[src/rtl/polling_ltssm_if.sv]
// Handshake bundle between the phy2mac receive driver and the polling LTSSM
// sequencer. The driver side (master) supplies OS-boundary and partner-OS
// pulses. The sequencer (slave) returns the state and the OS length to replay.
interface polling_ltssm_if;
  logic        en_n;
  logic        rx_present;
  logic        finished_os;
  logic        rx_ts1_seen;
  logic        rx_ts2_seen;
  logic [2:0]  ltssm_state;
  logic [5:0]  seq_ptr_max;
  logic        link_up;
  logic        timeout;
  logic [15:0] tx_os_cnt;

  modport master (
    output en_n, rx_present, finished_os, rx_ts1_seen, rx_ts2_seen,
    input  ltssm_state, seq_ptr_max, link_up, timeout, tx_os_cnt
  );

  modport slave (
    input  en_n, rx_present, finished_os, rx_ts1_seen, rx_ts2_seen,
    output ltssm_state, seq_ptr_max, link_up, timeout, tx_os_cnt
  );
endinterface

[src/rtl/polling_ltssm_ctrl.sv]
// Local LTSSM sequencer for the phy2mac receive driver. It walks the states
// DETECT_QUIET -> POLLING_ACTIVE -> START_TS1 -> POLLING_CONFIG -> LINK_READY.
// It advances only on finished_os boundaries, so the driver's sequence
// pointer is always at a wrapped position when the OS length changes.
module polling_ltssm_ctrl #(
  parameter int QUIET_CYC   = 16,
  parameter int SKP_LEN     = 4,
  parameter int TS_LEN      = 16,
  parameter int SKP_BURST   = 2,
  parameter int TS1_TX_MIN  = 64,
  parameter int TS2_TX_MIN  = 16,
  parameter int RX_TS_MIN   = 8,
  parameter int TIMEOUT_CYC = 24000
) (
  input  logic             clk,
  input  logic             p2md_rstn,
  polling_ltssm_if.slave   bus
);

  typedef enum logic [2:0] {
    DETECT_QUIET             = 3'd0,
    POLLING_ACTIVE           = 3'd1,
    POLLING_ACTIVE_START_TS1 = 3'd2,
    POLLING_CONFIG           = 3'd3,
    LINK_READY               = 3'd4
  } state_e;

  state_e      state_q, state_d;
  logic [15:0] tx_q, tx_d, rx_q, rx_d;
  logic [23:0] timer_q, timer_d;
  logic        timeout_pend, timeout_pend_d;
  logic [5:0]  seq_q, seq_d;
  logic        link_q, link_d, to_q, to_d;

  logic [15:0] tx_inc, rx_inc, tx_min;
  logic        rx_hit, exit_ok;

  // State and all outputs register together, so state and OS length never skew.
  always_ff @(posedge clk or negedge p2md_rstn) begin
    if (!p2md_rstn) begin
      state_q      <= DETECT_QUIET;
      tx_q         <= '0;
      rx_q         <= '0;
      timer_q      <= '0;
      timeout_pend <= 1'b0;
      seq_q        <= '0;
      link_q       <= 1'b0;
      to_q         <= 1'b0;
    end else begin
      state_q      <= state_d;
      tx_q         <= tx_d;
      rx_q         <= rx_d;
      timer_q      <= timer_d;
      timeout_pend <= timeout_pend_d;
      seq_q        <= seq_d;
      link_q       <= link_d;
      to_q         <= to_d;
    end
  end

  // Next state, counters and next registered outputs.
  always_comb begin
    state_d        = state_q;
    tx_d           = tx_q;
    rx_d           = rx_q;
    timer_d        = (timer_q == 24'hFF_FFFF) ? timer_q : timer_q + 24'd1;
    timeout_pend_d = timeout_pend;
    to_d           = 1'b0;

    tx_inc = (tx_q == 16'hFFFF) ? tx_q : tx_q + 16'd1;
    rx_hit = 1'b0;
    tx_min = 16'(TS1_TX_MIN);
    if (state_q == POLLING_ACTIVE_START_TS1) begin
      rx_hit = bus.rx_ts1_seen | bus.rx_ts2_seen;
    end else if (state_q == POLLING_CONFIG) begin
      rx_hit = bus.rx_ts2_seen;
      tx_min = 16'(TS2_TX_MIN);
    end
    rx_inc  = (rx_hit && rx_q != 16'hFFFF) ? rx_q + 16'd1 : rx_q;
    // The exit check uses post-increment counts, including a same-cycle rx pulse.
    exit_ok = (tx_inc >= tx_min) && (rx_inc >= 16'(RX_TS_MIN));

    case (state_q)
      DETECT_QUIET: begin
        if (timer_q >= 24'(QUIET_CYC - 1) && bus.rx_present)
          state_d = POLLING_ACTIVE;
      end
      POLLING_ACTIVE: begin
        if (bus.finished_os) begin
          tx_d = tx_inc;
          if (tx_inc >= 16'(SKP_BURST)) state_d = POLLING_ACTIVE_START_TS1;
        end
      end
      POLLING_ACTIVE_START_TS1, POLLING_CONFIG: begin
        rx_d = rx_inc;
        if (timer_q == 24'(TIMEOUT_CYC - 1)) timeout_pend_d = 1'b1;
        // A pending timeout is held until the OS boundary; a met exit wins.
        if (bus.finished_os) begin
          tx_d = tx_inc;
          if (exit_ok) begin
            state_d = (state_q == POLLING_CONFIG) ? LINK_READY : POLLING_CONFIG;
          end else if (timeout_pend) begin
            state_d = DETECT_QUIET;
            to_d    = 1'b1;
          end
        end
      end
      LINK_READY: ;
      default: state_d = DETECT_QUIET;
    endcase

    if (state_d != state_q) begin
      tx_d           = '0;
      rx_d           = '0;
      timer_d        = '0;
      timeout_pend_d = 1'b0;
    end

    case (state_d)
      POLLING_ACTIVE:                          seq_d = 6'(SKP_LEN);
      POLLING_ACTIVE_START_TS1, POLLING_CONFIG: seq_d = 6'(TS_LEN);
      default:                                 seq_d = '0;
    endcase
    link_d = (state_d == LINK_READY);

    // A synchronous disable looks exactly like reset.
    if (bus.en_n) begin
      state_d        = DETECT_QUIET;
      tx_d           = '0;
      rx_d           = '0;
      timer_d        = '0;
      timeout_pend_d = 1'b0;
      seq_d          = '0;
      link_d         = 1'b0;
      to_d           = 1'b0;
    end
  end

  assign bus.ltssm_state = state_q;
  assign bus.seq_ptr_max = seq_q;
  assign bus.link_up     = link_q;
  assign bus.timeout     = to_q;
  assign bus.tx_os_cnt   = tx_q;

endmodule

[src/flat_wrapper.sv]
// flat-port wrapper written by rule: the top's interface ports become plain ports
module polling_ltssm_ctrl_flat 
#(
  parameter int QUIET_CYC   = 16,
  parameter int SKP_LEN     = 4,
  parameter int TS_LEN      = 16,
  parameter int SKP_BURST   = 2,
  parameter int TS1_TX_MIN  = 64,
  parameter int TS2_TX_MIN  = 16,
  parameter int RX_TS_MIN   = 8,
  parameter int TIMEOUT_CYC = 24000
)
  (clk, p2md_rstn, bus_en_n, bus_rx_present, bus_finished_os, bus_rx_ts1_seen, bus_rx_ts2_seen, bus_ltssm_state, bus_seq_ptr_max, bus_link_up, bus_timeout, bus_tx_os_cnt);
  polling_ltssm_if bus_i ();
  input  logic clk;
  input  logic p2md_rstn;
  input wire logic [$bits(bus_i.en_n)-1:0] bus_en_n;
  input wire logic [$bits(bus_i.rx_present)-1:0] bus_rx_present;
  input wire logic [$bits(bus_i.finished_os)-1:0] bus_finished_os;
  input wire logic [$bits(bus_i.rx_ts1_seen)-1:0] bus_rx_ts1_seen;
  input wire logic [$bits(bus_i.rx_ts2_seen)-1:0] bus_rx_ts2_seen;
  output wire logic [$bits(bus_i.ltssm_state)-1:0] bus_ltssm_state;
  output wire logic [$bits(bus_i.seq_ptr_max)-1:0] bus_seq_ptr_max;
  output wire logic [$bits(bus_i.link_up)-1:0] bus_link_up;
  output wire logic [$bits(bus_i.timeout)-1:0] bus_timeout;
  output wire logic [$bits(bus_i.tx_os_cnt)-1:0] bus_tx_os_cnt;
  assign bus_i.en_n = bus_en_n;
  assign bus_i.rx_present = bus_rx_present;
  assign bus_i.finished_os = bus_finished_os;
  assign bus_i.rx_ts1_seen = bus_rx_ts1_seen;
  assign bus_i.rx_ts2_seen = bus_rx_ts2_seen;
  assign bus_ltssm_state = bus_i.ltssm_state;
  assign bus_seq_ptr_max = bus_i.seq_ptr_max;
  assign bus_link_up = bus_i.link_up;
  assign bus_timeout = bus_i.timeout;
  assign bus_tx_os_cnt = bus_i.tx_os_cnt;
  polling_ltssm_ctrl #(.QUIET_CYC(QUIET_CYC), .SKP_LEN(SKP_LEN), .TS_LEN(TS_LEN), .SKP_BURST(SKP_BURST), .TS1_TX_MIN(TS1_TX_MIN), .TS2_TX_MIN(TS2_TX_MIN), .RX_TS_MIN(RX_TS_MIN), .TIMEOUT_CYC(TIMEOUT_CYC)) u_core (.clk(clk), .p2md_rstn(p2md_rstn), .bus(bus_i));
endmodule
[config.mk]
export PLATFORM = sky130hd
export DESIGN_NAME = polling_ltssm_ctrl_flat
export DESIGN_NICKNAME = d
export VERILOG_FILES = /design/src/rtl/polling_ltssm_if.sv /design/src/rtl/polling_ltssm_ctrl.sv /design/src/flat_wrapper.sv
export SDC_FILE = /design/constraint.sdc
export NUM_CORES = 1
export LEC_CHECK = 0
export ABC_CLOCK_PERIOD_IN_PS = 4200
export BUFFER_PORTS_ARGS = -buffer_cell sky130_fd_sc_hd__buf_2
export CELL_PAD_IN_SITES_DETAIL_PLACEMENT = 0
export CELL_PAD_IN_SITES_GLOBAL_PLACEMENT = 1
export CORE_MARGIN = 3
export CORE_UTILIZATION = 30
export DETAILED_ROUTE_END_ITERATION = 6
export GPL_ROUTABILITY_DRIVEN = 0
export PLACE_DENSITY = 0.67
export SYNTH_ARGS = -nofsm -noshare
export SYNTH_HDL_FRONTEND = slang
export SYNTH_SLANG_ARGS = --single-unit
[constraint.sdc]
create_clock -name clk -period 4.2 [get_ports clk]
set_input_delay 1.05 -clock clk [delete_from_list [all_inputs] [get_ports clk]]
set_output_delay 1.05 -clock clk [all_outputs]
set_load 0.01 [all_outputs]
# After elaboration in Yosys (flattened, before gate mapping)
# Index checks and enable logic that the tools add are counted.
[word_totals] input_bits=7 word_cells=80 out_inout_bits=27 register_bits=67
[classes] magnitude_cmp=4 addsub=3 muxes=37 reduce_logical=13 n_eq_ne=14 bitwise_logic=1
[ops] cell="$mux 16" count=9
[ops] cell="$mux 24" count=3
[ops] cell="$add 16x1->16 const B" count=2
[ops] cell="$add 24x1->24 const B" count=1
[ops] cell="$eq 24x15->1 const B" count=1
[ops] cell="$eq 24x24->1 const B" count=1
[ops] cell="$ge 24x4->1 const B" count=1
[ops] cell="$mux 3" count=8
[ops] cell="$eq 16x16->1 const B" count=1
[ops] cell="$ge 16x16->1" count=1
[ops] cell="$ge 16x2->1 const B" count=1
[ops] cell="$ge 16x4->1 const B" count=1
[ops] cell="$ne 16x16->1 const B" count=1
[ops] cell="$mux 7" count=2
[ops] cell="$eq 3x2->1 const B" count=4
[ops] cell="$mux 1" count=12
[ops] cell="$pmux 3 s4" count=1
[ops] cell="$reduce_bool 3->1" count=4
[ops] cell="$pmux 5 s2" count=1
[ops] cell="$eq 3x1->1 const B" count=2
[ops] cell="$eq 3x3->1 const B" count=2
[ops] cell="$mux 5" count=1
[ops] cell="$reduce_and 2->1" count=2
[ops] cell="$reduce_or 2->1" count=2
[ops] cell="6 further kinds" count=8

# Depth between registers and ports, before layout
# Gate-level depths: netlist of the first run.
[depth] word_depth=14 ltp_mapped=17 ltp_nobuf=14

# Worst setup path before layout of the first run
# No wires, ideal clock.
[synth_path] path_type="flip-flop to flip-flop" startpoint="reg u_core.tx_q[10] (netlist: u_core.bus.tx_os_cnt[10])" endpoint="reg u_core.timer_q[4]" period_less_slack_ns=3.442 arrival_ns=3.320 t_required_ns=4.078 setup_time_ns=0.122 path_stages_with_launch=17 slack_ns=0.758 cell_sequence="dfrtp_1 > clkbuf_1 > and4_1 > clkbuf_1 > a31oi_1 > nand3_1 > xnor2_1 > ha_1 > and3_1 > mux2i_1 > or4_1 > nand4_1 > o21a_4 > mux2i_4 > buf_6 > buf_8 > nor3_2"
[synth_between] elab_chain_len=10
[synth_rtl] element="start, declared" line="polling_ltssm_ctrl.sv:29" rtl="logic [15:0] tx_q, tx_d, rx_q, rx_d;"
[synth_rtl] element="start signal, assigned" line="polling_ltssm_ctrl.sv:51" rtl="tx_q <= tx_d;"
[synth_rtl] element="$add 16x1->16 / $eq 16x16->1 (equally long branches)" line="polling_ltssm_ctrl.sv:70" rtl="tx_inc = (tx_q == 16'hFFFF) ? tx_q : tx_q + 16'd1;"
[synth_rtl] element="$mux 16 (*)" line="polling_ltssm_ctrl.sv:70"
[synth_rtl] element="$ge 16x16->1" line="polling_ltssm_ctrl.sv:81" rtl="exit_ok = (tx_inc >= tx_min) && (rx_inc >= 16'(RX_TS_MIN));"
[synth_rtl] element="$logic_and 1x1->1" line="polling_ltssm_ctrl.sv:81"
[synth_rtl] element="$mux 3" line="polling_ltssm_ctrl.sv:100" rtl="if (exit_ok) begin"
[synth_rtl] element="$mux 3" line="polling_ltssm_ctrl.sv:98" rtl="if (bus.finished_os) begin"
[synth_rtl] element="$pmux 3 s4 (*)" line="polling_ltssm_ctrl.sv:83" rtl="case (state_q)"
[synth_rtl] element="$ne 3x3->1 (*)" line="polling_ltssm_ctrl.sv:112" rtl="if (state_d != state_q) begin"
[synth_rtl] element="$mux 24" line="polling_ltssm_ctrl.sv:112"
[synth_rtl] element="$mux 24" line="polling_ltssm_ctrl.sv:127" rtl="if (bus.en_n) begin"
[synth_rtl] element="end signal, assigned" line="polling_ltssm_ctrl.sv:53" rtl="timer_q <= timer_d;"
[synth_rtl] element="end, declared" line="polling_ltssm_ctrl.sv:30" rtl="logic [23:0] timer_q, timer_d;"
# Every way passes the cells marked *; elsewhere a longest branch is shown, timed or not.
# A chain may end at the register's enable or synchronous reset.

# Worst setup path in the final report of the first run
[layout_path] startpoint="reg u_core.tx_q[0] (netlist: u_core.bus.tx_os_cnt[0])" endpoint="reg u_core.rx_q[1]"
[layout_between] elab_chain_len=10
[layout_rtl] element="$add 16x1->16 / $eq 16x16->1 (equally long branches)" line="polling_ltssm_ctrl.sv:70"
[layout_rtl] element="$mux 16 (*)" line="polling_ltssm_ctrl.sv:70"
[layout_rtl] element="$ge 16x16->1" line="polling_ltssm_ctrl.sv:81"
[layout_rtl] element="$logic_and 1x1->1" line="polling_ltssm_ctrl.sv:81"
[layout_rtl] element="$mux 3" line="polling_ltssm_ctrl.sv:100"
[layout_rtl] element="$mux 3" line="polling_ltssm_ctrl.sv:98"
[layout_rtl] element="$pmux 3 s4 (*)" line="polling_ltssm_ctrl.sv:83"
[layout_rtl] element="$ne 3x3->1 (*)" line="polling_ltssm_ctrl.sv:112"
[layout_rtl] element="$mux 16" line="polling_ltssm_ctrl.sv:112"
[layout_rtl] element="$mux 16" line="polling_ltssm_ctrl.sv:127"
[layout_rtl] element="end signal, assigned" line="polling_ltssm_ctrl.sv:52" rtl="rx_q <= rx_d;"
[layout_rtl] element="end, declared" line="polling_ltssm_ctrl.sv:29"
# Marks and branches as above.

==> results.cfg, run 1 <==
[run_status]
status = complete, no violations

[clock_tree]
cts.sinks = 64
postCtsSetupRepairBufs = 0
clk_latency_ns = 0.32
path_clk_slew_ns = 0.05
numCtsBuffers = 9
htreeDepth = 3
cts_tree = yes
cts.path.max_buffers = 2
cts-root-buf = clkbuf_16

[global_route]
gr-usage-met3_pct = 2.117
met2_usage_pct = 21.51
grt_max_degree = 65
grt.overflow.total = 0
grt_pass1_vias = 3554
antenna_found_initial = 0
grt.met1_usage_pct = 19.48
top_usage_layer = met2
grt_pass1_wl_um = 18580
grt_usage_pct = 13.91

[power]
power_frac_comb_pct = 3.2
ir_drop_mv = 0.1327
netSwitchingFraction_pct = 21.43
clkPwrFrac_pct = 51.7
p_leak_uw = 0.002020
p_switching_uw = 296.3
power.density_nw_per_um2 = 275.6
pwr-share-seq_pct = 45.0
p_int_uw = 1086

[sta]
fin_skew_ns = 0.004474
relSlewSlack_pct = 42.64
final-setup-viol-count = 0
fmax_mhz = 257.9
tightest_slew_ns = 0.8604
hold_viol = 0
fin_tns_setup_ns = 0
rsz0062_at_grt = no
post-route-period-util_pct = 92.32
maxSlewViolCount = 0
min_period_ns = 3.878

[detailed_routing]
drt-pass1-iter-count = 6
vias = 3834
detail_route.wl_per_cell_um = 16.03
drc = 0
drt-initial-drc-count = 202
routed_wl_um = 11170
ant_nets = 0
routed_via_density = 5.501

[yosys]
ys_seq_area_share_pct = 35.59
syn_inst = 493
synth_edf_count = 0
synthArstFlopShare_pct = 100.0
syn_avg_cell_area_sq_um = 9.129
synth_top_area_cell = dfrtp_1
synthFlopType = dfrtp_1
synth_top_area_share_pct = 35.59
synth.distinct_cells = 76
synth_area_leaders = dfrtp_1 36%, nor3_2 6.7%, xnor2_1 4.7%
ys_seq_elements = 64
ys_warn_count = 0
syn_area_sq_um = 4501

[worst_hold_path]
hold_depth = 2
hold_end = u_core.timer_q[3]$_DFFE_PN0P_
worstHoldStart = u_core.timer_q[3]$_DFFE_PN0P_
hp-class = reg -> reg

[critical_path]
critPathCaptureType = register
worst-setup-path-type = reg -> reg
start_kind = register
crit-reg2reg-launch = u_core.bus.tx_os_cnt[0]$_DFFE_PN0P_
arrival_ns = 4.07
worst_r2r_path_depth = 15
path_max_fanout = 57
critical_path_required_ns = 4.39
r2r_end = u_core.rx_q[1]$_DFFE_PN0P_
ff2ff_setup_slack_ns = 0.32

[die]
die_y_um = 128.5
fp-row-count = 44
start_util_pct = 30.85
die_w_um = 128.5
io-pin-count = 34
core_sq_um = 14590
die-area_sq_um = 16510

[layout]
drive_above_1_share_pct = 19.30
final_cell_mix = 64 x dfrtp_1, 37 x nor3_1, 35 x nand3_1, 32 x nor2_1, 30 x nor3_2
diodes = 0
stdcell_count = 697
final_common_cell = dfrtp_1
synthToLayoutAreaGrowth_pct = 11.45
nNetsFinal = 520

[placement]
place_inst = 681
hpwl_um = 7772
io_buffers = 29

[flow_run]
drv_cap = 0
## worst max path at each step
stage	slack, ns	from	end
3_3_place_gp	0.29	u_core.bus.tx_os_cnt[0]$_DFFE_PN0P_	u_core.timer_q[23]$_DFFE_PN0P_
4_1_cts	0.26	u_core.bus.tx_os_cnt[0]$_DFFE_PN0P_	u_core.rx_q[14]$_DFFE_PN0P_
3_5_place_dp	0.28	u_core.bus.tx_os_cnt[0]$_DFFE_PN0P_	u_core.timer_q[23]$_DFFE_PN0P_
6_report	0.32	u_core.bus.tx_os_cnt[0]$_DFFE_PN0P_	u_core.rx_q[1]$_DFFE_PN0P_
5_1_grt	0.04	u_core.bus.tx_os_cnt[0]$_DFFE_PN0P_	u_core.rx_q[1]$_DFFE_PN0P_
2_1_floorplan	0.76	u_core.bus.tx_os_cnt[10]$_DFFE_PN0P_	u_core.timer_q[4]$_DFFE_PN0P_
## cell type report
class | count | area (sq um)
Clock buffer | 12 | 236.5
Clock inverter | 4 | 45.04
Fill cell | 1496 | 9573
Inverter | 17 | 63.81
Multi-Input combinational cell | 378 | 2614
Sequential cell | 64 | 1602
Tap cell | 184 | 230.2
Timing Repair Buffer | 38 | 225.2
## power groups by stage
stage	Clock [uW]	Sequential [uW]	Combinational, uW
floorplan	0	633	28.6
global placement	0	633	45.1
detailed placement	0	633	45.5
CTS	738	623	45.7
global route	764	623	50.8
finish	715	623	44.5
## cells by family after synthesis
family,Yosys count,synth area share [%]
AOI/OAI and AO/OA,69,11.65
xor gates and xnor gates,48,9.341
DFF,64,35.59
buffers and inverters,54,6.755
muxes,11,2.752
adders and majority gates,5,1.390
and+or+nand+nor,241,32.44
other,1,0.08332
## metal layers
metal | part of all wire (%) | up-vias | wire length (um)
li1 | - | 1842 | -
met3 | 4.0 | 12 | 446
met1 | 47 | 1880 | 5294
met5 | 0 | - | 0
met2 | 47 | 100 | 5214
met4 | 1.9 | 0 | 217
## cell usage after synthesis (3+ instances only)
cell	number
dfrtp_1	64
nor3_1	37
nand3_1	35
nor2_1	32
nor3_2	30
nand2_1	28
xnor2_1	24
xor2_1	24
nand4_1	19
inv_1	17
and3_1	16
clkbuf_1	12
buf_2	11
o21ai_0	11
nor4_1	10
a21oi_1	9
mux2i_1	9
a31oi_1	8
and4_1	7
o211ai_1	6
buf_6	5
ha_1	5
buf_4	4
or3_1	4
buf_8	3
nand2b_1	3
or4_1	3
## state kept, by name, summed over array words and instances (netlist names)
signal                  cells
u_core.bus.timeout          1
u_core.rx_q                16
u_core.bus.link_up          1
u_core.bus.seq_ptr_max      2
u_core.bus.ltssm_state      3
u_core.timer_q             24
u_core.timeout_pend         1
u_core.bus.tx_os_cnt       16
## critical path, stage by stage (launching register included)
cell and delay [ns]:
dfrtp_1 0.52, ha_1 0.34, nand3_2 0.19, a31oi_1 0.28, nand3_1 0.15, xnor2_1 0.16, ha_1 0.32, nand2_1 0.05
nor2_1 0.08, mux2i_1 0.09, or4_1 0.41, nand4_1 0.21, o21a_4 0.21, mux2i_4 0.25, buf_12 0.32, nor3_1 0.10
## per-stage QoR
stage | hold WS (ns) | setup slack [ns] | total power (uW) | utilization, % | area (sq um)
finish | 0.6041 | 0.3224 | 1383 | 34.38 | 5016
global route | 0.6410 | 0.03708 | 1438 | 34.38 | 5016
CTS | 0.6150 | 0.2582 | 1406 | 34.34 | 5010
detailed placement | 0.5991 | 0.2755 | 679.0 | 32.41 | 4728
global placement | 0.5789 | 0.2949 | 678.4 | 32.41 | 4728
floorplan | 0.5519 | 0.7584 | 661.6 | - | 4512
## repair_timing
| item | in CTS | in global routing |
|---|---|---|
| hold buffers | 0 | 0 |
| setup endpoints to repair | 0 | 36 |
| endpoints found under the hold margin | 0 | 0 |
| resized for setup | 0 | 1 |
Note: power is estimated with default switching activity, not from simulation.
==> run 2: changes to the inputs <==
--- a/config.mk
+++ b/config.mk
@@ -5,15 +5,17 @@
 export SDC_FILE = /design/constraint.sdc
 export NUM_CORES = 1
 export LEC_CHECK = 0
+export ABC_AREA = 1
 export ABC_CLOCK_PERIOD_IN_PS = 4200
 export BUFFER_PORTS_ARGS = -buffer_cell sky130_fd_sc_hd__buf_2
+export CAP_MARGIN = 15
 export CELL_PAD_IN_SITES_DETAIL_PLACEMENT = 0
 export CELL_PAD_IN_SITES_GLOBAL_PLACEMENT = 1
 export CORE_MARGIN = 3
 export CORE_UTILIZATION = 30
 export DETAILED_ROUTE_END_ITERATION = 6
 export GPL_ROUTABILITY_DRIVEN = 0
-export PLACE_DENSITY = 0.67
+export PLACE_DENSITY = 0.7
 export SYNTH_ARGS = -nofsm -noshare
 export SYNTH_HDL_FRONTEND = slang
 export SYNTH_SLANG_ARGS = --single-unit
==> run 2 against run 1 <==
Compared with the run above: final area fell by 1.4%; area after synthesis decreased by 4.1%; combinational power grew 4.9%; critical path type unchanged; largest cell class unchanged.
==> results.cfg, run 2 <==
[critical_path]
worst-setup-path-type = reg -> reg
crit-reg2reg-launch = u_core.bus.tx_os_cnt[1]$_DFFE_PN0P_
path_max_fanout = 36
start_kind = register
startpoint = u_core.bus.tx_os_cnt[1]$_DFFE_PN0P_
arrival_ns = 3.63
critPathCaptureType = register
critical_path_required_ns = 4.41

[detailed_routing]
drt-initial-drc-count = 229
routed_via_density = 4.686
routed_wl_um = 10720
wl_met2_um = 4840
dr.max_layer_used = met4
detail_route.wl_per_cell_um = 12.73
drt-pass1-iter-count = 5
drc = 0
vias = 3946
wl_met3_um = 421
ant_nets = 0
drt-met1-wl_um = 5310

[layout]
regMostFlops = u_core.timer_q
drive_above_1_share_pct = 15.11
final_common_cell = nand2_1
diodes = 0
synthToLayoutAreaGrowth_pct = 14.55
nNetsFinal = 670
largest_reg_flops = 24
final_cell_mix = 164 x nand2_1, 84 x nor2_1, 73 x inv_1, 64 x dfrtp_1, 59 x nand3_1

[yosys]
synth_top_area_cell = dfrtp_1
ys_seq_area_share_pct = 37.10
synthTopCellsByCount = 165 x nand2_1, 84 x nor2_1, 73 x inv_1, 64 x dfrtp_1, 59 x nand3_1
synth_top_area_share_pct = 37.10
syn_inst = 626
synth_edf_count = 0
synthFlopType = dfrtp_1
synth.distinct_cells = 34
synth.most_common_cell = nand2_1
ys_seq_elements = 64
synth_area_leaders = dfrtp_1 37%, nand2_1 14%, nor2_1 7.3%
synthArstFlopShare_pct = 100.0
syn_avg_cell_area_sq_um = 6.896
syn_area_sq_um = 4317
ys_warn_count = 0

[power]
p_switching_uw = 300.8
clkPwrFrac_pct = 53.5
p_leak_uw = 0.002348
ir_drop_mv = 0.1868
netSwitchingFraction_pct = 20.93
p_int_uw = 1136
pwr-share-seq_pct = 43.3
power.density_nw_per_um2 = 290.7
power_frac_comb_pct = 3.2

[die]
io-pin-count = 34
start_util_pct = 30.86
die_y_um = 126.0
core_sq_um = 13990
fp-row-count = 43
die-area_sq_um = 15860
die_w_um = 126.0

[global_route]
grt_usage_pct = 13.91
grt_pass1_wl_um = 18250
grt_max_degree = 37
grt_pass1_vias = 3774
antenna_found_initial = 0
grt.overflow.total = 0

[clock_tree]
clk_latency_ns = 0.33
numCtsBuffers = 9
cts-resized-gates = 0
cts-root-buf = clkbuf_16
cts_tree = yes
cts.path.max_buffers = 2
cts.sinks = 64
htreeDepth = 3
path_clk_slew_ns = 0.05
postCtsSetupRepairBufs = 0
hold_buffers = 0

[sta]
min_period_ns = 3.429
fin_tns_setup_ns = 0
relSlewSlack_pct = 56.32
tightest_slew_ns = 0.6537
final-setup-viol-count = 0
maxSlewViolCount = 0
fin_skew_ns = 0.007480
fmax_mhz = 291.7
whs_ns = 0.5541
post-route-period-util_pct = 81.64
rsz0062_at_grt = no
hold_viol = 0

[worst_hold_path]
worstHoldStart = u_core.timer_q[13]$_DFFE_PN0P_
hp-class = reg -> reg

[placement]
io_buffers = 29
hpwl_um = 7995

[flow_run]
drv_cap = 0

[run_status]
status = complete, no violations
-- run 2: logic make-up after synthesis --
logic type	count (synthesis)	synth area share, %
xor+xnor	22	4.464
fa+ha+maj	5	1.449
other cells	1	0.08687
compound gates	45	6.000
mux	2	0.4638
buf+inv	97	10.06
flops	64	37.10
simple gates	390	40.38
-- run 2: power groups by stage --
stage	clock network [uW]	logic (uW)	registers, uW
floorplan	0	27.3	632
CTS	789	48.7	622
global route	820	52.9	622
global placement	0	47.5	632
finish	769	46.7	622
detailed placement	0	48.6	632
-- run 2: layout make-up --
type / count / area (sq um)
tap: 180 / 225.2
timing repair buffer: 35 / 215.2
inverter: 80 / 300.3
multi-input combinational: 468 / 2295
sequential: 64 / 1602
fill: 1505 / 9044
clock inverter: 2 / 37.54
clock buffer: 13 / 270.3
-- run 2: routing by layer --
layer | global-route usage [%] | up-vias
met3 | 2.926 | 17
li1 | - | 2035
met2 | 21.10 | 75
met1 | 20.12 | 1819
met5 | 0 | -
met4 | 3.785 | 0
-- run 2: worst paths after layout --
check,endpoint,slack [ns],cells after the start
min,u_core.timer_q[13]$_DFFE_PN0P_,0.55,2
min in group asynchronous,u_core.bus.tx_os_cnt[14]$_DFFE_PN0P_,0.56,1
max,u_core.rx_q[5]$_DFFE_PN0P_,0.77,23
max in group asynchronous,u_core.rx_q[5]$_DFFE_PN0P_,2.91,2
min reg2reg,u_core.timer_q[13]$_DFFE_PN0P_,0.55,2
max reg2reg,u_core.rx_q[5]$_DFFE_PN0P_,0.77,23
-- run 2: worst max-delay path: stages, from the launching register on --
cell	delay [ns]
dfrtp_1	0.43
ha_1	0.22
nand3_1	0.18
inv_2	0.13
nand2_2	0.09
nor2_4	0.24
inv_2	0.18
nand2_1	0.16
ha_1	0.26
nand2_1	0.06
inv_1	0.03
nand2_1	0.05
nor2_1	0.04
nand2_1	0.06
nand3_1	0.11
nand3_1	0.14
nand3_1	0.09
nand2_1	0.11
nand2_1	0.06
nand2_1	0.06
nand2_1	0.06
nand2_2	0.20
buf_12	0.26
nor2_1	0.06
-- run 2: per-stage QoR --
stage / total power, uW / instance area (sq um) / std cells / util, % / setup slack, ns
2_1_floorplan: 659.5 / 4328 / 629 / - / 1.309
4_1_cts: 1459 / 4945 / 842 / 35.35 / 0.7613
5_1_grt: 1494 / 4945 / 842 / 35.35 / 0.3631
3_5_place_dp: 681.0 / 4637 / 827 / 33.15 / 0.5061
3_3_place_gp: 679.8 / 4637 / 827 / 33.15 / 0.6075
6_report: 1437 / 4945 / 842 / 35.35 / 0.7713
